<file path="config.mk">
export PLATFORM = sky130hd
export DESIGN_NAME = falafel_mem_arbiter_flat
export DESIGN_NICKNAME = d
export VERILOG_FILES = /design/src/rtl/falafel_mem_arbiter_if.sv /design/src/rtl/falafel_mem_arbiter.sv /design/src/flat_wrapper.sv
export SDC_FILE = /design/constraint.sdc
export NUM_CORES = 1
export LEC_CHECK = 0
export BUFFER_PORTS_ARGS = -buffer_cell sky130_fd_sc_hd__buf_2
export CORE_AREA = 3 3 206 208
export CTS_BUF_LIST = sky130_fd_sc_hd__clkbuf_8
export CTS_CLUSTER_SIZE = 40
export DETAILED_ROUTE_END_ITERATION = 8
export DIE_AREA = 0 0 209 211
export HOLD_SLACK_MARGIN = 0.06
export PLACE_DENSITY = 0.31
export SETUP_SLACK_MARGIN = 0.3
export SYNTH_ARGS = -nofsm -noshare
export SYNTH_HDL_FRONTEND = slang
export SYNTH_SLANG_ARGS = --single-unit
</file>
<file path="constraint.sdc">
create_clock -name clk_i -period 4.1 [get_ports clk_i]
set_input_delay 0.41 -clock clk_i [delete_from_list [all_inputs] [get_ports clk_i]]
set_output_delay 0.41 -clock clk_i [all_outputs]
set_load 0.02 [all_outputs]
</file>
<file path="src/rtl/falafel_mem_arbiter_if.sv">
// Request/response bundle for the requesters, the arbiter and the shared memory port.
// The arbiter uses the slave view; the requesters and memory use the master view.
interface falafel_mem_arbiter_if #(
  parameter int NUM_REQ = 2,
  parameter int DATA_W  = 64
);
  logic [NUM_REQ-1:0]             req_val_i;
  logic [NUM_REQ-1:0]             req_rdy_o;
  logic [NUM_REQ-1:0]             req_is_write_i;
  logic [NUM_REQ-1:0][DATA_W-1:0] req_addr_i;
  logic [NUM_REQ-1:0][DATA_W-1:0] req_data_i;
  logic [NUM_REQ-1:0]             rsp_val_o;
  logic [NUM_REQ-1:0]             rsp_rdy_i;
  logic [DATA_W-1:0]              rsp_data_o;
  logic                           mem_req_rdy_i;
  logic                           mem_req_val_o;
  logic                           mem_req_is_write_o;
  logic [DATA_W-1:0]              mem_req_addr_o;
  logic [DATA_W-1:0]              mem_req_data_o;
  logic                           mem_rsp_val_i;
  logic                           mem_rsp_rdy_o;
  logic [DATA_W-1:0]              mem_rsp_data_i;

  modport slave (
    input  req_val_i, req_is_write_i, req_addr_i, req_data_i, rsp_rdy_i,
    input  mem_req_rdy_i, mem_rsp_val_i, mem_rsp_data_i,
    output req_rdy_o, rsp_val_o, rsp_data_o,
    output mem_req_val_o, mem_req_is_write_o, mem_req_addr_o, mem_req_data_o, mem_rsp_rdy_o
  );

  modport master (
    output req_val_i, req_is_write_i, req_addr_i, req_data_i, rsp_rdy_i,
    output mem_req_rdy_i, mem_rsp_val_i, mem_rsp_data_i,
    input  req_rdy_o, rsp_val_o, rsp_data_o,
    input  mem_req_val_o, mem_req_is_write_o, mem_req_addr_o, mem_req_data_o, mem_rsp_rdy_o
  );
endinterface

</file>
<file path="src/rtl/falafel_mem_arbiter.sv">
// Round-robin arbiter sharing one memory port between NUM_REQ requesters; read
// responses are routed back in order through a FIFO of requester indices.
module falafel_mem_arbiter #(
  parameter int NUM_REQ         = 2,
  parameter int DATA_W          = 64,
  parameter int MAX_OUTSTANDING = 4
) (
  input  logic                 clk_i,
  input  logic                 rst_ni,
  falafel_mem_arbiter_if.slave bus
);
  localparam int TAG_W = (NUM_REQ > 1) ? $clog2(NUM_REQ) : 1;
  localparam int PTR_W = (MAX_OUTSTANDING > 1) ? $clog2(MAX_OUTSTANDING) : 1;
  localparam int CNT_W = $clog2(MAX_OUTSTANDING + 1);
  localparam logic [TAG_W-1:0] LAST_REQ  = TAG_W'(NUM_REQ - 1);
  localparam logic [TAG_W:0]   NUM_REQ_W = (TAG_W + 1)'(NUM_REQ);
  localparam logic [PTR_W-1:0] LAST_PTR  = PTR_W'(MAX_OUTSTANDING - 1);
  localparam logic [CNT_W-1:0] FULL_CNT  = CNT_W'(MAX_OUTSTANDING);
  localparam logic [0:0]       ST_ARB    = 1'b0;
  localparam logic [0:0]       ST_LOCK   = 1'b1;

  logic [0:0]       state_reg;
  logic [TAG_W-1:0] rr_ptr_reg;
  logic [TAG_W-1:0] grant_reg;
  logic             quiet_reg;
  logic [TAG_W-1:0] tag_mem [MAX_OUTSTANDING];
  logic [PTR_W-1:0] wr_ptr_reg;
  logic [PTR_W-1:0] rd_ptr_reg;
  logic [CNT_W-1:0] count_reg;

  logic [NUM_REQ-1:0] elig;
  logic [TAG_W-1:0]   sel;
  logic [TAG_W-1:0]   cur;
  logic [TAG_W-1:0]   rr_next;
  logic [TAG_W-1:0]   head;
  logic               any_elig;
  logic               gate;
  logic               req_go;
  logic               hs;
  logic               push;
  logic               pop;
  logic               tag_full;
  logic               tag_empty;

  // Outputs stay silent during reset and for one cycle after it.
  assign gate      = !rst_ni || quiet_reg;
  assign tag_full  = (count_reg == FULL_CNT);
  assign tag_empty = (count_reg == '0);
  assign head      = tag_mem[rd_ptr_reg];

  generate
    for (genvar gi = 0; gi < NUM_REQ; gi++) begin : g_elig
      assign elig[gi] = bus.req_val_i[gi] && (bus.req_is_write_i[gi] || !tag_full);
    end
  endgenerate

  always_comb begin
    logic [TAG_W:0] cand;
    sel      = rr_ptr_reg;
    any_elig = 1'b0;
    cand     = '0;
    for (int k = 0; k < NUM_REQ; k++) begin
      cand = {1'b0, rr_ptr_reg} + (TAG_W + 1)'(k);
      if (cand >= NUM_REQ_W) cand = cand - NUM_REQ_W;
      if (!any_elig && elig[cand[TAG_W-1:0]]) begin
        any_elig = 1'b1;
        sel      = cand[TAG_W-1:0];
      end
    end
  end

  assign cur     = (state_reg == ST_LOCK) ? grant_reg : sel;
  assign rr_next = (cur == LAST_REQ) ? '0 : cur + TAG_W'(1);
  assign req_go  = !gate && ((state_reg == ST_LOCK) ? bus.req_val_i[cur] : any_elig);
  assign hs      = req_go && bus.mem_req_rdy_i;
  assign push    = hs && !bus.req_is_write_i[cur];
  assign pop     = bus.mem_rsp_val_i && bus.mem_rsp_rdy_o;

  always_comb begin
    bus.req_rdy_o          = '0;
    bus.rsp_val_o          = '0;
    bus.rsp_data_o         = '0;
    bus.mem_req_val_o      = 1'b0;
    bus.mem_req_is_write_o = 1'b0;
    bus.mem_req_addr_o     = '0;
    bus.mem_req_data_o     = '0;
    bus.mem_rsp_rdy_o      = 1'b0;
    if (!gate) begin
      bus.mem_req_val_o      = req_go;
      bus.mem_req_is_write_o = bus.req_is_write_i[cur];
      bus.mem_req_addr_o     = bus.req_addr_i[cur];
      bus.mem_req_data_o     = bus.req_data_i[cur];
      bus.req_rdy_o[cur]     = hs;
      bus.rsp_val_o[head]    = bus.mem_rsp_val_i && !tag_empty;
      bus.rsp_data_o         = bus.mem_rsp_data_i;
      bus.mem_rsp_rdy_o      = !tag_empty && bus.rsp_rdy_i[head];
    end
  end

  always_ff @(posedge clk_i) begin
    if (!rst_ni) begin
      state_reg  <= ST_ARB;
      rr_ptr_reg <= '0;
      grant_reg  <= '0;
      quiet_reg  <= 1'b1;
    end else begin
      quiet_reg <= 1'b0;
      if (hs) begin
        rr_ptr_reg <= rr_next;
        state_reg  <= ST_ARB;
      end else if (state_reg == ST_ARB && req_go) begin
        grant_reg <= sel;
        state_reg <= ST_LOCK;
      end
    end
  end

  always_ff @(posedge clk_i) begin
    if (!rst_ni) begin
      wr_ptr_reg <= '0;
      rd_ptr_reg <= '0;
      count_reg  <= '0;
    end else begin
      if (push) wr_ptr_reg <= (wr_ptr_reg == LAST_PTR) ? '0 : wr_ptr_reg + PTR_W'(1);
      if (pop)  rd_ptr_reg <= (rd_ptr_reg == LAST_PTR) ? '0 : rd_ptr_reg + PTR_W'(1);
      if (push && !pop)      count_reg <= count_reg + CNT_W'(1);
      else if (!push && pop) count_reg <= count_reg - CNT_W'(1);
    end
  end

  always_ff @(posedge clk_i) begin
    if (push) tag_mem[wr_ptr_reg] <= cur;
  end

`ifndef SYNTHESIS
  // A locked requester must keep its request up until memory takes it.
  a_lock_hold: assert property (@(posedge clk_i) disable iff (gate)
    (state_reg == ST_LOCK) |-> bus.req_val_i[grant_reg]);
  a_rsp_has_tag: assert property (@(posedge clk_i) disable iff (gate)
    bus.mem_rsp_val_i |-> !tag_empty);
`endif
endmodule

</file>
<file path="src/flat_wrapper.sv">
// flat-port wrapper written by rule: the top's interface ports become plain ports
module falafel_mem_arbiter_flat 
#(
  parameter int NUM_REQ         = 2,
  parameter int DATA_W          = 64,
  parameter int MAX_OUTSTANDING = 4
)
  (clk_i, rst_ni, bus_req_val_i, bus_req_is_write_i, bus_req_addr_i, bus_req_data_i, bus_rsp_rdy_i, bus_mem_req_rdy_i, bus_mem_rsp_val_i, bus_mem_rsp_data_i, bus_req_rdy_o, bus_rsp_val_o, bus_rsp_data_o, bus_mem_req_val_o, bus_mem_req_is_write_o, bus_mem_req_addr_o, bus_mem_req_data_o, bus_mem_rsp_rdy_o);
  falafel_mem_arbiter_if #(.NUM_REQ(NUM_REQ), .DATA_W(DATA_W)) bus_i ();
  input  logic clk_i;
  input  logic rst_ni;
  input wire logic [$bits(bus_i.req_val_i)-1:0] bus_req_val_i;
  input wire logic [$bits(bus_i.req_is_write_i)-1:0] bus_req_is_write_i;
  input wire logic [$bits(bus_i.req_addr_i)-1:0] bus_req_addr_i;
  input wire logic [$bits(bus_i.req_data_i)-1:0] bus_req_data_i;
  input wire logic [$bits(bus_i.rsp_rdy_i)-1:0] bus_rsp_rdy_i;
  input wire logic [$bits(bus_i.mem_req_rdy_i)-1:0] bus_mem_req_rdy_i;
  input wire logic [$bits(bus_i.mem_rsp_val_i)-1:0] bus_mem_rsp_val_i;
  input wire logic [$bits(bus_i.mem_rsp_data_i)-1:0] bus_mem_rsp_data_i;
  output wire logic [$bits(bus_i.req_rdy_o)-1:0] bus_req_rdy_o;
  output wire logic [$bits(bus_i.rsp_val_o)-1:0] bus_rsp_val_o;
  output wire logic [$bits(bus_i.rsp_data_o)-1:0] bus_rsp_data_o;
  output wire logic [$bits(bus_i.mem_req_val_o)-1:0] bus_mem_req_val_o;
  output wire logic [$bits(bus_i.mem_req_is_write_o)-1:0] bus_mem_req_is_write_o;
  output wire logic [$bits(bus_i.mem_req_addr_o)-1:0] bus_mem_req_addr_o;
  output wire logic [$bits(bus_i.mem_req_data_o)-1:0] bus_mem_req_data_o;
  output wire logic [$bits(bus_i.mem_rsp_rdy_o)-1:0] bus_mem_rsp_rdy_o;
  assign bus_i.req_val_i = bus_req_val_i;
  assign bus_i.req_is_write_i = bus_req_is_write_i;
  assign bus_i.req_addr_i = bus_req_addr_i;
  assign bus_i.req_data_i = bus_req_data_i;
  assign bus_i.rsp_rdy_i = bus_rsp_rdy_i;
  assign bus_i.mem_req_rdy_i = bus_mem_req_rdy_i;
  assign bus_i.mem_rsp_val_i = bus_mem_rsp_val_i;
  assign bus_i.mem_rsp_data_i = bus_mem_rsp_data_i;
  assign bus_req_rdy_o = bus_i.req_rdy_o;
  assign bus_rsp_val_o = bus_i.rsp_val_o;
  assign bus_rsp_data_o = bus_i.rsp_data_o;
  assign bus_mem_req_val_o = bus_i.mem_req_val_o;
  assign bus_mem_req_is_write_o = bus_i.mem_req_is_write_o;
  assign bus_mem_req_addr_o = bus_i.mem_req_addr_o;
  assign bus_mem_req_data_o = bus_i.mem_req_data_o;
  assign bus_mem_rsp_rdy_o = bus_i.mem_rsp_rdy_o;
  falafel_mem_arbiter #(.NUM_REQ(NUM_REQ), .DATA_W(DATA_W), .MAX_OUTSTANDING(MAX_OUTSTANDING)) u_core (.clk_i(clk_i), .rst_ni(rst_ni), .bus(bus_i));
endmodule
</file>
======== Word level (Yosys, flattened, before mapping) ========
Memory sizes are Yosys's and may differ from the RTL's. A register that Yosys moved wholly into a read port is not among the register bits.
Cells that the tools add are included.
word-level totals
  RAM bits ................................ 4
  memories kept ........................... 1
  bits in registers ....................... 11
  logic and storage cells ................. 105
  memory bits (read-only) ................. 0
  output and inout bits ................... 199
  input bits .............................. 330
  bits in latches ......................... 0
memory list
  name            words  bits a word  read ports  clocked after memory_dff  write ports  line                       RTL
  u_core.tag_mem  4      1            1           1                         1            falafel_mem_arbiter.sv:26  logic [TAG_W-1:0] tag_mem [MAX_OUTSTANDING];
cells by class
  $mul .................................... 0
  magnitude comparators ................... 8
  div/mod/pow operators ................... 0
  reductions and logical operators ........ 29
  add/sub/neg operators ................... 8
  shift operators ......................... 0
  equality and inequality tests ........... 3
  bitwise operators ....................... 5
  mux-type cells .......................... 44
operators with widths
  operator                                                                       number
  64-bit 2-to-1 mux                                                              7
  1-bit 2-to-1 mux                                                               27
  1-bit logical AND                                                              14
  2-bit 2-to-1 mux                                                               6
  1-bit zero test                                                                8
  1-bit by 2-bit less-than comparator with 1-bit output (second input constant)  4
  3-bit 2-to-1 mux                                                               2
  2-bit by 1-bit adder with 2-bit output (second input constant)                 2
  2-bit AND                                                                      2
  2-bit equality test (second input constant)                                    2
  3-bit by 1-bit adder with 3-bit output (second input constant)                 1
  3-bit equality test (second input constant)                                    1
  3-bit zero test                                                                1
  1-bit logical OR                                                               3
  1-bit NOT                                                                      3
  3-bit by 1-bit subtractor with 3-bit output (second input constant)            1
  1-bit by 1-bit adder with 2-bit output (second input constant)                 1
  1-bit demux with 1-bit select                                                  2
  1-bit >= comparator (second input constant)                                    2
  1-bit by 2-bit >= comparator with 1-bit output (second input constant)         1
  2-bit >= comparator (second input constant)                                    1
  2-bit AND reduction                                                            1
  2-bit nonzero test                                                             1
  2-bit OR reduction                                                             1
  other kinds (2)                                                                3

======== Longest topological paths before layout ========
  depth after elaboration ................. 21
  gate-level depth with buffers ........... 12
  mapped depth without buffers ............ 10

======== Worst setup path after synthesis ========
No wires, ideal clock.
  path kind ............................... in2reg
  start point ............................. in bus_req_is_write_i[1]
  end point ............................... reg u_core.count_reg[2]
  path buffers ............................ 0
  library setup time ...................... 0.071 ns
  data required time ...................... 4.029 ns
  setup slack ............................. 1.235 ns
  stages on the path ...................... 10
  arrival time ............................ 2.793 ns
  path through ............................ or4b_4 a21oi_2 a211oi_1 a211oi_4 ha_1 inv_1 fa_1 xor2_1 or3_1 a21oi_1
on the way
  cells in the longest elaborated chain, start to end .. 18
  elaborated cells between the ends (all ways) .. 27
  classes of those cells .................. mux: 15; reduce/logical: 12
ends and longest elaborated chain
  element                                              line                        RTL
  start: declaration                                   flat_wrapper.sv:13          input wire logic [$bits(bus_i.req_is_write_i)-1:0] bus_req_is_write_i;
  1-bit logical OR                                     falafel_mem_arbiter.sv:53   assign elig[gi] = bus.req_val_i[gi] && (bus.req_is_write_i[gi] || !tag_full);
  1-bit logical AND                                    falafel_mem_arbiter.sv:53
  1-bit 2-to-1 mux (not written as such) (2 in a row)  falafel_mem_arbiter.sv:65   if (!any_elig && elig[cand[TAG_W-1:0]]) begin
  1-bit 2-to-1 mux                                     falafel_mem_arbiter.sv:65
  1-bit zero test                                      falafel_mem_arbiter.sv:65
  1-bit logical AND                                    falafel_mem_arbiter.sv:65
  1-bit 2-to-1 mux                                     falafel_mem_arbiter.sv:65
  1-bit 2-to-1 mux                                     falafel_mem_arbiter.sv:72   assign cur = (state_reg == ST_LOCK) ? grant_reg : sel;
  1-bit 2-to-1 mux (not written as such) (2 in a row)  falafel_mem_arbiter.sv:74   assign req_go = !gate && ((state_reg == ST_LOCK) ? bus.req_val_i[cur] : any_elig);
  1-bit 2-to-1 mux                                     falafel_mem_arbiter.sv:74
  1-bit logical AND                                    falafel_mem_arbiter.sv:74
  1-bit logical AND                                    falafel_mem_arbiter.sv:75   assign hs = req_go && bus.mem_req_rdy_i;
  1-bit logical AND *                                  falafel_mem_arbiter.sv:76   assign push = hs && !bus.req_is_write_i[cur];
  net u_core.push                                      falafel_mem_arbiter.sv:40   logic push;
  1-bit zero test                                      falafel_mem_arbiter.sv:127  else if (!push && pop) count_reg <= count_reg - CNT_W'(1);
  1-bit logical AND                                    falafel_mem_arbiter.sv:127
  2-bit nonzero test (no source line)                  --
  end signal: assignment                               falafel_mem_arbiter.sv:126  if (push && !pop) count_reg <= count_reg + CNT_W'(1);
  end signal: assignment                               falafel_mem_arbiter.sv:127
  end: declaration                                     falafel_mem_arbiter.sv:29   logic [CNT_W-1:0] count_reg;
Mark *: on every way through the listed nets, which the timed path passes. The rest lies on a longest branch. The select of a mux whose other input is x is not followed.
A chain may end at the register's enable or synchronous reset.

======== Worst setup path after layout ========
  start point ............................. reg u_core.count_reg[1]
  end point ............................... out bus_mem_req_addr_o[40]
on the way
  cells in the longest elaborated chain, start to end .. 14
  elaborated cells between the ends (all ways) .. 19
  classes of those cells .................. eq/ne: 1; mux: 11; reduce/logical: 7
ends and longest elaborated chain
  element                                                 line                       RTL
  3-bit equality test *                                   falafel_mem_arbiter.sv:47  assign tag_full = (count_reg == FULL_CNT);
  1-bit zero test *                                       falafel_mem_arbiter.sv:53
  1-bit logical OR                                        falafel_mem_arbiter.sv:53
  1-bit logical AND                                       falafel_mem_arbiter.sv:53
  1-bit 2-to-1 mux (not written as such) (2 in a row)     falafel_mem_arbiter.sv:65
  1-bit 2-to-1 mux                                        falafel_mem_arbiter.sv:65
  1-bit zero test                                         falafel_mem_arbiter.sv:65
  1-bit logical AND                                       falafel_mem_arbiter.sv:65
  1-bit 2-to-1 mux *                                      falafel_mem_arbiter.sv:65
  1-bit 2-to-1 mux *                                      falafel_mem_arbiter.sv:72
  64-bit 2-to-1 mux (not written as such) * (2 in a row)  falafel_mem_arbiter.sv:91  bus.mem_req_addr_o = bus.req_addr_i[cur];
  64-bit 2-to-1 mux *                                     falafel_mem_arbiter.sv:88  if (!gate) begin
  end: declaration                                        flat_wrapper.sv:25         output wire logic [$bits(bus_i.mem_req_addr_o)-1:0] bus_mem_req_addr_o;
Mark *: on every way between the ends. The rest lies on a longest branch, timed or not. The select of a mux whose other input is x is not followed.

==> reports/results.tsv <==
stage	metric	value	unit
status	status	finished, final reports clean	
cells_and_area	design area	6410	sq um
floorplanning	Die W	209	microns
placed_design	Placed Area	6360	sq um
worst_hold_path	WHS Path Cells	4	
critical_path	Required @ worst endpoint	3690	ps
worst_hold_path	worst hold start	bus_mem_req_rdy_i	
cells_and_area	Final Util	15.7	%
drt	1st-iter DRT viols	305	
drt	DR vias	5801	
critical_path	WP buf/inv	3	
clock_tree	clk buf depth	2	
timing	RSZ-0062 raised after global routing	false	
timing	Rel. slew slack	44.3	%
power	LEAKAGE	3.69	nW
timing	final hold violations	0	
clock_tree	CTS tree	done	
clock_tree	Post-CTS Setup Bufs	0	
floorplanning	Top Ports	529	
yosys	Most used DFF post-synth	dfxtp_1	
cells_and_area	sequential cell area	380	sq um
yosys	Post-synth EDFFs	4	
yosys	synth unique cells	39	
timing	final worst clock skew	1.67	ps
critical_path	CP max stage delay	450	ps
power	Pwr Density	171	nW/um^2
cells_and_area	layout cell share with drive strength beyond 1	50.7	%
drt	Vias/cell	3.59	
critical_path	slowest CP cell	nor4b_1	
drt	iteration count of the initial detailed-routing pass	5	
floorplanning	Core Region	40700	sq um
clock_tree	Clock Pin Slew Worst Setup and Hold Paths	70	ps
power	power consumption	1.10	mW
global_route	initial antenna violation count	10	
timing	Worst-Margin Slew	836	ps
clock_tree	post-CTS resize count	0	
global_route	largest net degree at the start of global routing	131	
drt	Routed WL	22.9	mm
global_route	global route overflow	0	
drt	Final ANT Viol Nets	0	
critical_path	worst-path cell chain	nor4b_1 -> o21ai_0 -> a21o_4 -> inv_4 -> buf_12 -> nand2_1 -> a21oi_1 -> buf_2	
cells_and_area	area delta synth->final	93.5	%
critical_path	CP Class	reg2out	
clock_tree	Clock Sinks	17	
critical_path	cell family with most CP delay	buffers and inverters	
critical_path	r2r setup slk	970	ps
timing	Final period util	77.3	%
yosys	Ys Warns	0	
critical_path	CP Capture Type	output port	
critical_path	startpoint types	flop	
yosys	area leader, netlist	nand2_1	
floorplanning	Die ar.	44100	sq um
timing	Hold WS	483	ps
global_route	vias in the first global route	5615	
timing	Max Freq	316	MHz
clock_tree	Root Buffer	clkbuf_8	
placed_design	IO buf count	528	
yosys	Post-synth ARST share	0	%
timing	final setup vio count	0	
critical_path	Worst R2R Start	u_core.count_reg[1]$_SDFFE_PN0P_	
floorplanning	Die Height	211	microns
worst_hold_path	Hold Path End	u_core.grant_reg$_SDFFE_PN0P_	
drt	DRC viols	0	
worst_hold_path	Hold Path Class	in2reg	
power	maximum VDD drop	113	uV
yosys	Synth area leaders	nand2_1 30%, a21oi_1 20%, and2_1 13%	
clock_tree	H-tree Lvls	1	
placed_design	gpl congestion	0.803	
placed_design	pre-CTS WS	877	ps
clock_tree	clk_lat worst skew	260	ps
critical_path	worst reg2reg endpoint	u_core.count_reg[2]$_SDFFE_PN0P_	
floorplanning	Core Rows	74	
placed_design	placed cell count	1610	
yosys	most frequent cells after synthesis	264 x nand2_1, 134 x a21oi_1, 69 x and2_1	
critical_path	Critical Path Fanout Max	65	
critical_path	Crit path arrival time	2760	ps
yosys	Post-Syn Area	3310	sq um
yosys	Synth top area share	29.9	%
timing	fin worst setup slack	932	ps
cells_and_area	area occupied by multi-input gates	2550	sq um
clock_tree	Hold Buf Count CTS	0	
timing	TNS Setup	0	ps
floorplanning	Initial Utilization	8.14	%
placed_design	DP HPWL	19.2	mm
cells_and_area	Filler Cells Inserted	4840	
yosys	syn_nets	934	
yosys	syn avg cell area	5.55	sq um
global_route	Global Route Usage Sum	9.29	%
cells_and_area	Layout Cells excl Fill	1617	
global_route	first-pass GRT wire length	32.2	mm
critical_path	worst reg-to-reg path cell count	10	
timing	Tmin final	3170	ps
yosys	flops & latches, synth	17	
yosys	most common cell in the synthesized netlist	nand2_1	
yosys	sequential fraction of the synthesis area	11.5	%
yosys	post-synthesis instance total	597	
cells_and_area	final net count	1420	
clock_tree	CTS Buf Count	3	
timing	Final Max Tran Viols	0	
flow_run	max-cap viol count	0	
drt	WL/cell	14.2	microns
==> per-layer routing <==
metal	wire length, microns	share of wire (%)	track usage [%]
met4	202	0.88	1.09
met3	2200	9.6	2.39
met1	8140	35	9.69
met2	12400	54	19.0
met5	43	0.19	0
==> worst max-delay path by stage <==
stage / from / to / slack [ps] / depth (start not counted)
2_1_floorplan: bus_req_is_write_i[1] / u_core.count_reg[2]$_SDFFE_PN0P_ / 1240 / 10
3_3_place_gp: bus_req_is_write_i[0] / u_core.count_reg[2]$_SDFFE_PN0P_ / 790 / 11
3_5_place_dp: bus_req_is_write_i[0] / u_core.count_reg[2]$_SDFFE_PN0P_ / 880 / 11
4_1_cts: u_core.count_reg[0]$_SDFFE_PN0P_ / bus_mem_req_addr_o[40] / 920 / 8
5_1_grt: u_core.count_reg[0]$_SDFFE_PN0P_ / bus_mem_req_addr_o[23] / 680 / 8
6_report: u_core.count_reg[1]$_SDFFE_PN0P_ / bus_mem_req_addr_o[40] / 930 / 8
==> cells by family (layout without fill, tap and decap cells) <==
| family | Yosys count | in the layout | share of synthesized area (%) |
|---|---|---|---|
| simple gates | 355 | 355 | 47.0 |
| buf+inv | 62 | 547 | 12.1 |
| compound gates | 147 | 147 | 23.6 |
| other cells | 0 | 3 | 0 |
| xor+xnor | 2 | 2 | 0.529 |
| flops | 17 | 17 | 11.5 |
| mux | 7 | 7 | 2.49 |
| fa+ha+maj | 7 | 7 | 2.87 |
==> worst min-delay path: stages <==
cell     delay (ps)
buf_2           110
nor4_1           50
o21ai_0          60
a21oi_1          60
==> power by group <==
part | switching [mW] | internal, mW
registers | 0.00737 | 0.178
clock network | 0.0621 | 0.0685
logic | 0.483 | 0.297
total | 0.553 | 0.543
==> cells in the final DEF, fill, tap and decap left out, drive strengths merged, types with 2 or more instances in the layout <==
cell type | synthesis | final
nor3 | 2 | 2
o21ai | 4 | 4
nand2 | 264 | 264
nor2 | 9 | 9
a21oi | 135 | 135
clkbuf | 24 | 3
a211oi | 2 | 2
xor2 | 2 | 2
o41ai | 2 | 2
or4b | 2 | 2
inv | 8 | 8
or3 | 2 | 2
edfxtp | 4 | 4
buf | 29 | 534
nand2b | 2 | 2
ha | 6 | 6
mux2i | 6 | 6
and2 | 69 | 69
diode | 0 | 3
dfxtp | 13 | 13
==> final cells by class <==
cell class / instances / area share, %
well taps: 532 / 10.4
inverters: 9 / 0.566
clock inverters: 1 / 0.117
clock buffers: 3 / 0.644
repair buffers: 534 / 42.5
flip-flops and latches: 17 / 5.93
multi-input cells: 518 / 39.8
diodes: 3 / 0.117
No activity file was read; power rests on OpenSTA's default activity.
